==> src/rtl/bp_me_nonsynth_lce_trace_scheduler.sv <==
// LCE trace scheduler: captures fired events on four LCE-CCE channels into small
// per-channel FIFOs, timestamps them, and serializes them round-robin to one port.
module bp_me_nonsynth_lce_trace_scheduler #(
  parameter int unsigned msg_width_p   = 8,
  parameter int unsigned fifo_els_p    = 2,
  parameter int unsigned stamp_width_p = 32,
  parameter int unsigned drop_width_p  = 8
) (
  input  logic                        clk_i,
  input  logic                        reset_i,
  input  logic                        en_i,
  input  logic [3:0]                  ev_v_i,
  input  logic [4*msg_width_p-1:0]    ev_msg_i,
  output logic                        ev_v_o,
  output logic [1:0]                  ev_chan_o,
  output logic [stamp_width_p-1:0]    ev_stamp_o,
  output logic [msg_width_p-1:0]      ev_msg_o,
  input  logic                        ev_yumi_i,
  output logic [4*drop_width_p-1:0]   drop_cnt_o,
  output logic                        overflow_o
);

  localparam int unsigned num_chan_lp    = 4;
  localparam int unsigned ptr_width_lp   = $clog2(fifo_els_p);
  localparam int unsigned cnt_width_lp   = $clog2(fifo_els_p + 1);
  localparam int unsigned entry_width_lp = stamp_width_p + msg_width_p;

  typedef enum logic {e_unlocked, e_locked} arb_state_e;

  logic [entry_width_lp-1:0] mem_r    [num_chan_lp][fifo_els_p];
  logic [ptr_width_lp-1:0]   rd_ptr_r [num_chan_lp];
  logic [ptr_width_lp-1:0]   wr_ptr_r [num_chan_lp];
  logic [cnt_width_lp-1:0]   count_r  [num_chan_lp];
  logic [drop_width_p-1:0]   drop_r   [num_chan_lp];
  logic [stamp_width_p-1:0]  stamp_r;

  arb_state_e state_r, state_n;
  logic [1:0] last_r, last_n;
  logic [1:0] lock_chan_r, lock_chan_n;

  logic [3:0] full, empty, push, drop, pop;
  logic [1:0] scan_grant, scan_idx, grant;
  logic       scan_found, yumi_fire;
  logic [entry_width_lp-1:0] head;

  // Per-channel FIFO status and push/drop decisions (full is pre-pop)
  always_comb begin
    full  = '0;
    empty = '0;
    push  = '0;
    drop  = '0;
    for (int c = 0; c < num_chan_lp; c++) begin
      full[c]  = (count_r[c] == cnt_width_lp'(fifo_els_p));
      empty[c] = (count_r[c] == '0);
      push[c]  = ev_v_i[c] & en_i & ~full[c];
      drop[c]  = ev_v_i[c] & en_i &  full[c];
    end
  end

  // Arbiter next-state and output port
  always_comb begin
    state_n     = state_r;
    last_n      = last_r;
    lock_chan_n = lock_chan_r;
    scan_grant  = '0;
    scan_idx    = '0;
    scan_found  = 1'b0;
    grant       = '0;
    ev_v_o      = 1'b0;
    yumi_fire   = 1'b0;
    pop         = '0;

    for (int i = 1; i <= num_chan_lp; i++) begin
      scan_idx = last_r + 2'(i);
      if (!scan_found && !empty[scan_idx]) begin
        scan_found = 1'b1;
        scan_grant = scan_idx;
      end
    end

    if (state_r == e_locked) begin
      grant  = lock_chan_r;
      ev_v_o = 1'b1;
    end else begin
      grant  = scan_grant;
      ev_v_o = scan_found;
    end

    yumi_fire   = ev_yumi_i & ev_v_o;
    pop[grant]  = yumi_fire;

    if (yumi_fire) begin
      state_n = e_unlocked;
      last_n  = grant;
    end else if (ev_v_o) begin
      state_n     = e_locked;
      lock_chan_n = grant;
    end
  end

  assign head       = mem_r[grant][rd_ptr_r[grant]];
  assign ev_chan_o  = grant;
  assign ev_stamp_o = head[entry_width_lp-1 -: stamp_width_p];
  assign ev_msg_o   = head[msg_width_p-1:0];

  always_ff @(posedge clk_i or posedge reset_i) begin
    if (reset_i) begin
      state_r     <= e_unlocked;
      last_r      <= 2'd3;
      lock_chan_r <= 2'd0;
    end else begin
      state_r     <= state_n;
      last_r      <= last_n;
      lock_chan_r <= lock_chan_n;
    end
  end

  // Stamp counter, FIFO pointers/counts and drop accounting
  always_ff @(posedge clk_i or posedge reset_i) begin
    if (reset_i) begin
      stamp_r    <= '0;
      overflow_o <= 1'b0;
      for (int c = 0; c < num_chan_lp; c++) begin
        rd_ptr_r[c] <= '0;
        wr_ptr_r[c] <= '0;
        count_r[c]  <= '0;
        drop_r[c]   <= '0;
      end
    end else begin
      stamp_r <= stamp_r + stamp_width_p'(1);
      if (|drop) overflow_o <= 1'b1;
      for (int c = 0; c < num_chan_lp; c++) begin
        if (push[c]) wr_ptr_r[c] <= wr_ptr_r[c] + ptr_width_lp'(1);
        if (pop[c])  rd_ptr_r[c] <= rd_ptr_r[c] + ptr_width_lp'(1);
        case ({push[c], pop[c]})
          2'b10:   count_r[c] <= count_r[c] + cnt_width_lp'(1);
          2'b01:   count_r[c] <= count_r[c] - cnt_width_lp'(1);
          default: count_r[c] <= count_r[c];
        endcase
        if (drop[c] && (drop_r[c] != '1)) drop_r[c] <= drop_r[c] + drop_width_p'(1);
      end
    end
  end

  // Payload storage needs no reset; occupancy is tracked by count_r
  always_ff @(posedge clk_i) begin
    for (int c = 0; c < num_chan_lp; c++) begin
      if (push[c]) mem_r[c][wr_ptr_r[c]] <= {stamp_r, ev_msg_i[c*msg_width_p +: msg_width_p]};
    end
  end

  always_comb begin
    drop_cnt_o = '0;
    for (int c = 0; c < num_chan_lp; c++) begin
      drop_cnt_o[c*drop_width_p +: drop_width_p] = drop_r[c];
    end
  end

  yumi_legal: assert property (@(posedge clk_i) disable iff (reset_i) ev_yumi_i |-> ev_v_o);

endmodule

==> config.mk <==
export PLATFORM = sky130hd
export DESIGN_NAME = bp_me_nonsynth_lce_trace_scheduler
export DESIGN_NICKNAME = d
export VERILOG_FILES = /design/src/rtl/bp_me_nonsynth_lce_trace_scheduler.sv
export SDC_FILE = /design/constraint.sdc
export NUM_CORES = 1
export LEC_CHECK = 0
export ABC_AREA = 0
export BUFFER_PORTS_ARGS = -buffer_cell sky130_fd_sc_hd__buf_2
export CORE_MARGIN = 2
export CORE_UTILIZATION = 55
export CTS_BUF_LIST = sky130_fd_sc_hd__clkbuf_4 sky130_fd_sc_hd__clkbuf_8
export DETAILED_ROUTE_END_ITERATION = 6
export PLACE_DENSITY = 0.74
export SYNTH_ARGS = -nofsm -noshare
export SYNTH_HDL_FRONTEND = slang
export SYNTH_SLANG_ARGS = --single-unit
==> constraint.sdc <==
create_clock -name clk_i -period 4.1 [get_ports clk_i]
set_input_delay 0.82 -clock clk_i [delete_from_list [all_inputs] [get_ports clk_i]]
set_output_delay 0.82 -clock clk_i [all_outputs]
set_load 0.01 [all_outputs]
==> flow_metrics.tcl <==
set metrics [dict create \
    status "finished with violations" \
    violations "setup timing" \
    wl_per_cell_um 20.49 \
    hpwl_um 18340 \
    cts.reportedPaths.clkPinSlew_ps 60 \
    synth.distinct_cells 45 \
    ir_drop_mv 0.4961 \
    worstRegToRegCells 9 \
    final_core_util_pct 66.73 \
    die_w_um 177.9 \
    p_leak_nw 8.015 \
    synth_edf_count 320 \
    grt_first_pass_wirelength_um 49840 \
    synthTopCellsByArea "edfxtp_1 58%, mux2i_1 15%, dfrtp_1 13%" \
    syn_area_um2 16640 \
    finalWeightedCongestion 0.7666 \
    cts_buffers 61 \
    ios 116 \
    async_reset_ff_share_pct 21.18 \
    gr-usage-all-layers_pct 21.09 \
    numClockSinks 406 \
    crit_path_max_fanout 7 \
    end_kind "output pin" \
    power_mw 15.81 \
    via_per_inst 5.427 \
    worstSetupPathType "reg -> out" \
    slew_headroom_pct 39.10 \
    fillCellCount 1986 \
    htree_levels 2 \
    arrival_ps 3520 \
    crit_family "multiplexers" \
    synthToLayoutAreaGrowth_pct 19.17 \
    cts_buffer_depth 3 \
    core_um2 29720 \
    final-setup-viol-count 40 \
    drive_gt1_share_pct 28.47 \
    timing.final.hold_violations 0 \
    rsz0062_at_grt "true" \
    power.switching_mw 5.046 \
    worstSkewPairLatency_ps 600 \
    synth_commonest_cells "320 x edfxtp_1, 242 x mux2i_1, 84 x dfrtp_1" \
    cp_slowest_cell "or4_4" \
    p_clk_share_pct 20.7 \
    initial_core_util_pct 56.00 \
    synthesis.nets 1021 \
    finalCritPeriodShare_pct 105.8 \
    place_ws_ps 203.7 \
    placedCellCount 1469 \
    cts_root_buf "clkbuf_8" \
    rr_endpoint "count_r[1]$_DFFE_PP0P_" \
    yosys_warnings 0 \
    reg2reg_slack_ps 1060 \
    clock.fmax_ghz 0.2306 \
    vias 8694 \
    syn_inst 972 \
    final_cells 1602 \
    path_cells "or4_4 -> a32o_1 -> o41a_1 -> bufinv_16 -> mux2i_4 -> mux2i_4 -> buf_6 -> buf_12 -> mux2_4 -> buf_6" \
    first_iter_violations 677 \
    crit_required_ps 3280 \
    switching_share_pct 31.91 \
    slew_viol_final 0 \
    skew_ps 22.11 \
    drc 0 \
    ant_nets 0 \
    ys_seq_area_share_pct 70.69 \
    critPathLaunchType "register" \
    crit_path_max_incr_delay_ps 530 \
    post-synth-top-count-cell "edfxtp_1" \
    period_minus_slack_ps 4336 \
    antenna_cells 0 \
    holdCritPathClass "in -> async" \
    dominantRegCellSynth "edfxtp_1" \
    cts_hold_buffers 0 \
    grt_overflow_total 0 \
    fin_setup_tns_ps -7451 \
    tightestPinTransition_ps 913.4 \
    timing.rr.start "count_r[6]$_DFFE_PP0P_" \
    maxCapViolations 0 \
    worst-path-buf-inv 4 \
    cts_tree "yes" \
    yosysTopAreaCell "edfxtp_1" \
    p_int_mw 10.77 \
    setup_slack_ps -236.2 \
    pwr-share-seq_pct 34.0 \
    numPortBuffers 115 \
    ys_seq_elements 406 \
    synth_top_area_share_pct 57.74 \
    avgSynthCellArea_um2 17.12 \
    pwr_density_cell_nw_per_um2 797.3 \
    antenna_found_initial 0 \
    drt-pass1-iter-count 5 \
    die_area_um2 31660 \
    final_nets 1210 \
    die_y_um 177.9 \
    grt_max_degree 53 \
    comb_power_share_pct 45.2 \
    drt_wl_total_um 32830 \
    rows 63 \
    grt_pass1_vias 8850 \
]
[repair_timing]
item,in CTS,in global routing
endpoints found under the setup margin,40,40
cloned,8,1
pin swaps,3,1
setup buffers,10,0
resized for setup,47,47
hold endpoints to repair,0,0
[per-stage QoR]
step | hold WS [ps] | cell area, µm²
after floorplan | 441.0 | 16640
after global placement | 459.0 | 17800
after detailed placement | 466.3 | 17800
after CTS | 372.8 | 19580
after global routing | 385.2 | 19830
final | 381.7 | 19830
[power groups by stage]
stage / Combinational, mW / Clock (mW) / Sequential [mW]
floorplan: 3.85 / 0 / 5.41
global placement: 5.37 / 0 / 5.42
detailed placement: 5.40 / 0 / 5.45
CTS: 6.59 / 3.34 / 5.38
global route: 7.59 / 3.52 / 5.44
finish: 7.15 / 3.28 / 5.38
[layout make-up]
type / instances / area (µm²) / share of cell area (%)
multi-input combinational: 520 / 4755 / 23.97
sequential: 406 / 11760 / 59.32
inverter: 11 / 71.32 / 0.3596
tap: 390 / 488.0 / 2.461
timing repair inverter: 1 / 8.758 / 0.04416
clock buffer: 99 / 1194 / 6.019
clock inverter: 15 / 71.32 / 0.3596
timing repair buffer: 160 / 1480 / 7.464
[cell families after synthesis]
| kind of cell | after synthesis | synth area share, % |
|---|---|---|
| mux | 290 | 17.87 |
| compound gates | 11 | 0.4962 |
| flops | 406 | 70.69 |
| simple gates | 132 | 4.075 |
| xor+xnor | 78 | 4.105 |
| fa+ha+maj | 9 | 0.6767 |
| buf+inv | 46 | 2.083 |
[worst max-delay path by stage]
stage / from / to / depth (start not counted)
floorplan: count_r[4]$_DFFE_PP0P_ / ev_stamp_o[28] / 10
CTS: count_r[4]$_DFFE_PP0P_ / ev_stamp_o[30] / 10
detailed placement: count_r[6]$_DFFE_PP0P_ / ev_stamp_o[17] / 9
global route: count_r[6]$_DFFE_PP0P_ / ev_stamp_o[7] / 10
finish: count_r[6]$_DFFE_PP0P_ / ev_stamp_o[30] / 10
global placement: count_r[6]$_DFFE_PP0P_ / ev_stamp_o[17] / 9
[routing by layer]
layer  global-route usage, %  wire length, µm  share of wire (%)  vias up
met5                       0                0                  0        -
met4                   6.831              689                2.1        0
met3                   3.492             1586                4.8       54
met2                   35.00            16500                 50      203
met1                   28.61            14050                 43     4356
li1                        -                -                  -     4081
[placed cells by master, fill, tap and decap left out, types with 27 or more instances in the layout]
master / n
buf_2: 84
buf_6: 35
clkbuf_4: 27
clkbuf_8: 72
dfrtp_1: 84
edfxtp_1: 320
mux2i_1: 230
xnor2_1: 51
xor2_1: 27
[registers in the layout, indices dropped and copies added, names as in the netlist]
name / cells
lock_chan_r: 2
drop_cnt_o: 32
stamp_r: 32
mem_r: 320
count_r: 8
overflow_o: 1
wr_ptr_r: 4
state_r: 1
rd_ptr_r: 4
last_r: 2
[worst reg2reg max path, delay by kind of cell, from the launching register on]
family / cells / cell delay [ps]
DFF: 1 / 380
and+or+nand+nor: 3 / 1140
adders and majority gates: 1 / 360
xor gates and xnor gates: 1 / 150
AOI/OAI and AO/OA: 2 / 600
buffers and inverters: 2 / 330
(Power assumes the default switching activity.)
